--- src/rtl/mem_port_arbiter.sv ---
// Arbiter sharing one variable-latency memory between a fetch port and a
// load/store port. Round-robin on ties, registered memory request fields,
// one-cycle ready pulse per access, watchdog abort for accesses that hang.
module mem_port_arbiter #(
  parameter int AW      = 32,
  parameter int DW      = 32,
  parameter int TIMEOUT = 16
) (
  input  logic            clk,
  input  logic            reset,
  input  logic            i_req,
  input  logic [AW-1:0]   i_addr,
  output logic [DW-1:0]   i_rdata,
  output logic            i_ready,
  input  logic            d_req,
  input  logic            d_we,
  input  logic [AW-1:0]   d_addr,
  input  logic [DW-1:0]   d_wdata,
  input  logic [DW/8-1:0] d_wmask,
  output logic [DW-1:0]   d_rdata,
  output logic            d_ready,
  output logic            m_req,
  output logic            m_we,
  output logic [AW-1:0]   m_addr,
  output logic [DW-1:0]   m_wdata,
  output logic [DW/8-1:0] m_wmask,
  input  logic [DW-1:0]   m_rdata,
  input  logic            m_ready,
  output logic            err,
  output logic            err_sticky
);

  localparam int MW = DW / 8;
  localparam int CW = (TIMEOUT > 1) ? $clog2(TIMEOUT) : 1;

  typedef enum logic [1:0] {
    IDLE   = 2'd0,
    BUSY_I = 2'd1,
    BUSY_D = 2'd2,
    RESP   = 2'd3
  } state_e;

  state_e          state_q, state_d;
  logic            last_d_q, last_d_d;     // 1 = data port was granted last
  logic [CW-1:0]   wd_cnt_q, wd_cnt_d;
  logic            m_we_q, m_we_d;
  logic [AW-1:0]   m_addr_q, m_addr_d;
  logic [DW-1:0]   m_wdata_q, m_wdata_d;
  logic [MW-1:0]   m_wmask_q, m_wmask_d;
  logic [DW-1:0]   i_rdata_q, i_rdata_d;
  logic [DW-1:0]   d_rdata_q, d_rdata_d;
  logic            resp_d_q, resp_d_d;     // RESP belongs to the data port
  logic            abort_q, abort_d;
  logic            err_sticky_q, err_sticky_d;

  logic            grant_i, grant_d;
  logic            wd_expired;

  // On a tie the port that was not granted last wins.
  assign grant_d    = d_req && (!i_req || !last_d_q);
  assign grant_i    = i_req && !grant_d;
  assign wd_expired = (wd_cnt_q == CW'(TIMEOUT - 1));

  // State and datapath registers; reset abandons any in-flight access.
  always_ff @(posedge clk or posedge reset) begin
    if (reset) begin
      state_q      <= IDLE;
      last_d_q     <= 1'b0;
      wd_cnt_q     <= '0;
      m_we_q       <= 1'b0;
      m_addr_q     <= '0;
      m_wdata_q    <= '0;
      m_wmask_q    <= '0;
      i_rdata_q    <= '0;
      d_rdata_q    <= '0;
      resp_d_q     <= 1'b0;
      abort_q      <= 1'b0;
      err_sticky_q <= 1'b0;
    end else begin
      state_q      <= state_d;
      last_d_q     <= last_d_d;
      wd_cnt_q     <= wd_cnt_d;
      m_we_q       <= m_we_d;
      m_addr_q     <= m_addr_d;
      m_wdata_q    <= m_wdata_d;
      m_wmask_q    <= m_wmask_d;
      i_rdata_q    <= i_rdata_d;
      d_rdata_q    <= d_rdata_d;
      resp_d_q     <= resp_d_d;
      abort_q      <= abort_d;
      err_sticky_q <= err_sticky_d;
    end
  end

  // Next-state: grant, wait for memory or watchdog, then one response cycle.
  always_comb begin
    state_d      = state_q;
    last_d_d     = last_d_q;
    wd_cnt_d     = wd_cnt_q;
    m_we_d       = m_we_q;
    m_addr_d     = m_addr_q;
    m_wdata_d    = m_wdata_q;
    m_wmask_d    = m_wmask_q;
    i_rdata_d    = i_rdata_q;
    d_rdata_d    = d_rdata_q;
    resp_d_d     = resp_d_q;
    abort_d      = abort_q;
    err_sticky_d = err_sticky_q;
    unique case (state_q)
      IDLE: begin
        if (grant_i) begin
          state_d   = BUSY_I;
          last_d_d  = 1'b0;
          wd_cnt_d  = '0;
          m_we_d    = 1'b0;
          m_addr_d  = i_addr;
          m_wdata_d = '0;
          m_wmask_d = '0;
        end else if (grant_d) begin
          state_d   = BUSY_D;
          last_d_d  = 1'b1;
          wd_cnt_d  = '0;
          m_we_d    = d_we;
          m_addr_d  = d_addr;
          m_wdata_d = d_wdata;
          m_wmask_d = d_wmask;
        end
      end
      BUSY_I, BUSY_D: begin
        // m_ready takes priority over an expiring watchdog in the same cycle.
        if (m_ready) begin
          state_d  = RESP;
          abort_d  = 1'b0;
          resp_d_d = (state_q == BUSY_D);
          if (state_q == BUSY_I) i_rdata_d = m_rdata;
          else                   d_rdata_d = m_we_q ? '0 : m_rdata;
        end else if (wd_expired) begin
          state_d  = RESP;
          abort_d  = 1'b1;
          resp_d_d = (state_q == BUSY_D);
          if (state_q == BUSY_I) i_rdata_d = '0;
          else                   d_rdata_d = '0;
        end else begin
          wd_cnt_d = wd_cnt_q + CW'(1);
        end
      end
      RESP: begin
        state_d      = IDLE;
        err_sticky_d = err_sticky_q | abort_q;
      end
      default: state_d = IDLE;
    endcase
  end

  // Outputs decoded from state so m_req drops with an asynchronous reset.
  always_comb begin
    m_req      = (state_q == BUSY_I) || (state_q == BUSY_D);
    i_ready    = (state_q == RESP) && !resp_d_q;
    d_ready    = (state_q == RESP) && resp_d_q;
    err        = (state_q == RESP) && abort_q;
    m_we       = m_we_q;
    m_addr     = m_addr_q;
    m_wdata    = m_wdata_q;
    m_wmask    = m_wmask_q;
    i_rdata    = i_rdata_q;
    d_rdata    = d_rdata_q;
    err_sticky = err_sticky_q;
  end

endmodule
--- config.mk ---
export PLATFORM = sky130hd
export DESIGN_NAME = mem_port_arbiter
export DESIGN_NICKNAME = d
export VERILOG_FILES = /design/src/rtl/mem_port_arbiter.sv
export SDC_FILE = /design/constraint.sdc
export NUM_CORES = 1
export LEC_CHECK = 0
export BUFFER_PORTS_ARGS = -buffer_cell sky130_fd_sc_hd__buf_4
export CORE_MARGIN = 5
export CORE_UTILIZATION = 46
export CTS_CLUSTER_DIAMETER = 40
export DETAILED_ROUTE_END_ITERATION = 12
export HOLD_SLACK_MARGIN = 0.12
export PLACE_DENSITY = 0.79
export SYNTH_ARGS = -nofsm -noshare
export SYNTH_HDL_FRONTEND = slang
export SYNTH_SLANG_ARGS = --single-unit
--- constraint.sdc ---
create_clock -name clk -period 5.1 [get_ports clk]
set_input_delay 0.765 -clock clk [delete_from_list [all_inputs] [get_ports clk]]
set_output_delay 0.765 -clock clk [all_outputs]
set_load 0.01 [all_outputs]
==> results.md <==
Timing:
- The clock tree skew after final layout is between 0.007 and 0.008 ns.
- Setup repair after global routing left no endpoint under its margin.
- The time the final worst path needs with I/O delays and setup is between 2 and 3 ns.
- Measured against its own limit, the worst slew margin works out to 0.2106.
- The maximum achievable frequency is ~0.38 GHz.
- Hold is met by 0.4835 ns.
- The final-layout setup total negative slack is 0 ns.
- The final hold violation count came to 0.
- The slew of the pin with the lowest slew margin is roughly 1.2 ns.
- Dividing the final minimum period by the clock period gives 0.5131.
- Setup violations remaining at the end of the flow were counted as 0.
- The number of max-slew violations in the final report is 0.

Worst hold path:
- The worst hold path stage count is 2.
- The classification of the worst-slack hold path is reg -> reg.

Clock network:
- The number of levels in the clock H-tree is 4.
- The maximum count of clock buffers along a single path is 2.
- Clock tree synthesis selected as its root buffer the cell clkbuf_16.
- TritonCTS built the clock tree.
- After clock tree synthesis, the clock-pin slew on the worst setup and hold paths is about 0.060 ns.
- Once the clock tree was built, the resizer swapped 0 gates to a different size.
- The later-pin clock latency in the skew report is 0.41 ns.
- The number of sinks handled by clock tree synthesis is 143.
- The number of setup buffers added after CTS is 0.
- After clock tree synthesis, the flow added hold-fix buffers numbering 0.
- The CTS buffer count is 17.

Power and ir drop:
- The internal power is 3590 uW.
- VDD sags by at most approximately 0.0003 V.
- The part of the total power dissipated in the clock network is 0.222.
- For this design the total switching power over the nets is 1924 uW.
- Summed over all cells, the static leakage comes to 0.004319 uW.
- The share of total power dissipated in sequential elements is 0.355.
- Power spread over the standard cell area amounts to between 600 and 700 mW/mm2.
- The switching portion of total power is 0.3489.
- Power comes to approximately 5500 uW.
- The share of total power dissipated in combinational logic is 0.423.

Placed design:
- The number of instances in the placed design is between 800 and 900.
- The wire-length estimate of the detail-placed layout is roughly 12,000 um.
- The congestion estimate from routability-driven global placement came to around 0.80.
- In this run the tool buffered the top-level ports with ~280 buffer cells.
- The placement-stage cell area is roughly 0.0079 mm2.

Layout:
- The antenna cell count is 0.
- Excluding fillers, the count of instances in the completed layout stands at 886.
- The fraction of layout cells with a size suffix above 1 is 0.4552.
- Leaving out fill and tap cells, the most frequent cell in the layout is buf_4.
- In the layout the commonest cells are buf_4, dfrtp_1, a32o_1, nand2_1, a22o_1.
- At the end of the flow, the number of nets in the layout was around 850.
- After routing the design area is approximately 0.0085 mm2.
- The area growth from synthesis to layout is 46.58%.
- Counting the fill cells in the layout gives 953.

Floorplan:
- The floorplan step set the die height to about 120 um.
- From left edge to right edge, the die measures 122.4 um.
- For this configuration, the core starts out at a cell density of 0.4646.
- The area of the die is between 0.01 and 0.015 mm2.
- The area of the placeable core is ~0.013 mm2.
- Pin placement for this block handled 276 I/O pins.
- After floorplanning, the core was divided into 41 placement rows.

Synthesis:
- The post-synthesis cell type with the largest combined area is dfrtp_1.
- The top-area cell type share of the netlist area is 0.6153.
- The gate count after technology mapping is about 440.
- Counting every net in the synthesized netlist gives ~600.
- The count of yosys warnings during synthesis is 0.
- The post-synthesis sequential area ratio is 0.6153.
- The count of distinct cell types in the synthesized netlist is 37.
- Ranked by total cell area, the synthesized netlist is headed by dfrtp_1, a32o_1, a22o_1.
- The average size of a mapped cell is 13.19 um2.
- The synthesized area is 0.005816 mm2.
- The number of synthesized register bits is approximately 140.

Critical path:
- Walking the worst path, the cells encountered are inv_1 -> ha_1 -> and2_1 -> nand2_1 -> a32o_1.
- The buffers plus inverters on the worst setup path is 1.
- The worst register-to-register path ends at i_rdata[29].
- Following the worst setup path forward leads to its endpoint at i_rdata[29].
- Data on the critical path arrives at its endpoint at slightly below 3 ns.
- In this run the critical register-to-register path is launched from state_q[0].
- Data on the critical path is required at its endpoint by 5.39 ns.
- The sort of element at the end of the critical path is a flop.
- The top fanout value on the critical path is 32.
- In this run the worst setup path begins at state_q[0].
- The category of cells accounting for the largest share of critical-path delay is simple AND/OR/NAND/NOR gates.
- The minimum setup slack among reg-to-reg paths is about 2.5 ns.
- For this run, the slowest stage of the critical path takes roughly 0.67 ns.
- The logic depth of the worst path, buffers included is 5.
- The critical path launch point type is a flop.
- The slowest stage of the critical path belongs to the cell nand2_1.
- The start-to-end type of the worst setup path is reg -> reg.
- The number of cell instances on the worst register-to-register path is 5.

Routing:
- In this run the remaining antenna-violating nets after routing total 0.
- The post-detailed-routing wire length is around 17,000 um.
- The via density per instance is 5.493.
- In the routed design, unresolved DRC markers number 0.
- The first routing iteration left 431 violations.
- The total iterations of the first detailed-routing run is 4.
- The average wire length per cell after detail routing is around 19 um.
- The routed via count is around 4,900.

Global route:
- For this run, the total global-route usage over all layers was measured as 0.2227.
- Entering global routing, the biggest net connects 103 pins.
- The number of global-route vias before repair came to 4,936.
- The first-pass GRT wire length is about 26,000 um.
- The number of antenna violations at the first check in global routing is 0.
- The total grt overflow is 0.

Status:
- The run finished with clean final reports.

Run:
- The max-capacitance violation count is 0.
[area by class of cell]
| type | instances | area (um2) | area share |
|---|---|---|---|
| Inverter | 4 | 20.02 | 0.002348 |
| Timing Repair Buffer | 281 | 2110 | 0.2475 |
| Clock buffer | 22 | 484.2 | 0.05680 |
| Multi-Input combinational cell | 255 | 2011 | 0.2359 |
| Clock inverter | 9 | 106.4 | 0.01248 |
| Tap cell | 172 | 215.2 | 0.02525 |
| Sequential cell | 143 | 3578 | 0.4198 |
[power groups by stage]
stage                     registers, uW  clock network (uW)  logic (uW)
after CTS                          1950                1240        2360
after global placement             1940                   0        2270
final                              1960                1220        2330
after floorplan                    2120                   0        1090
after global routing               2010                1310        2530
after detailed placement           1960                   0        2360
[state kept, by name, summed over array words and instances (netlist names)]
name and count:
m_wdata 32, state_q 2, resp_d_q 1, m_wmask 4, err_sticky 1, last_d_q 1
wd_cnt_q 4, m_we 1, i_rdata 32, abort_q 1, m_addr 32, d_rdata 32
[cell usage after synthesis]
master / number
a21o_1: 1
a21oi_1: 5
a22o_1: 38
a31o_2: 2
a31oi_1: 2
a32o_1: 64
a32oi_1: 1
a41oi_1: 1
and2_1: 3
and3_1: 1
buf_1: 1
buf_2: 18
buf_4: 3
buf_6: 7
clkbuf_1: 10
dfrtp_1: 143
ha_1: 6
inv_1: 3
inv_2: 1
mux2_2: 2
mux2i_1: 32
nand2_1: 40
nand2b_1: 1
nand3_1: 3
nand3b_2: 1
nor2_1: 3
nor2b_1: 4
nor3b_2: 1
nor3b_4: 1
nor4b_1: 1
nor4bb_1: 1
o211ai_1: 1
o21ai_0: 5
o21ai_1: 31
o21ai_4: 1
o21bai_1: 1
or2_2: 2
[per-layer routing]
metal / up-vias / wire length [um] / GRT usage
met3: 27 / 1825 / 0.08065
met4: 0 / 327 / 0.08188
met2: 252 / 8296 / 0.3696
met1: 2379 / 6348 / 0.2673
li1: 2209 / - / -
met5: - / 0 / 0
[tightest hold or removal path, delay by kind of cell, from the launching register on]
kind | cells | cell delay, ns
flops | 1 | 0.34
compound gates | 1 | 0.06
simple gates | 1 | 0.05
[worst min-delay path by stage]
stage	end	slack, ns	start
after floorplan	abort_q	0.49	abort_q
after global placement	err_sticky	0.45	err_sticky
after detailed placement	err_sticky	0.47	err_sticky
after CTS	err_sticky	0.49	err_sticky
after global routing	err_sticky	0.51	err_sticky
final	m_addr[24]	0.48	m_addr[24]
[stage by stage]
step           setup slack [ns]  utilization
4_1_cts                   2.489       0.6810
3_5_place_dp              2.262       0.6338
2_1_floorplan            0.4971            -
5_1_grt                   2.315       0.6810
6_report                  2.483       0.6810
3_3_place_gp              2.339       0.6338
[kinds of logic (layout without fill, tap and decap cells)]
family,count (synthesis),in the layout,synth area share
AO/OA/AOI/OAI,153,153,0.2175
flip-flops,143,143,0.6153
AND/OR/NAND/NOR,62,62,0.05271
buffers and inverters,43,316,0.04260
multiplexers,34,34,0.05895
adder cells (fa/ha/maj),6,6,0.01291
Power figures use the tool's default switching activity.
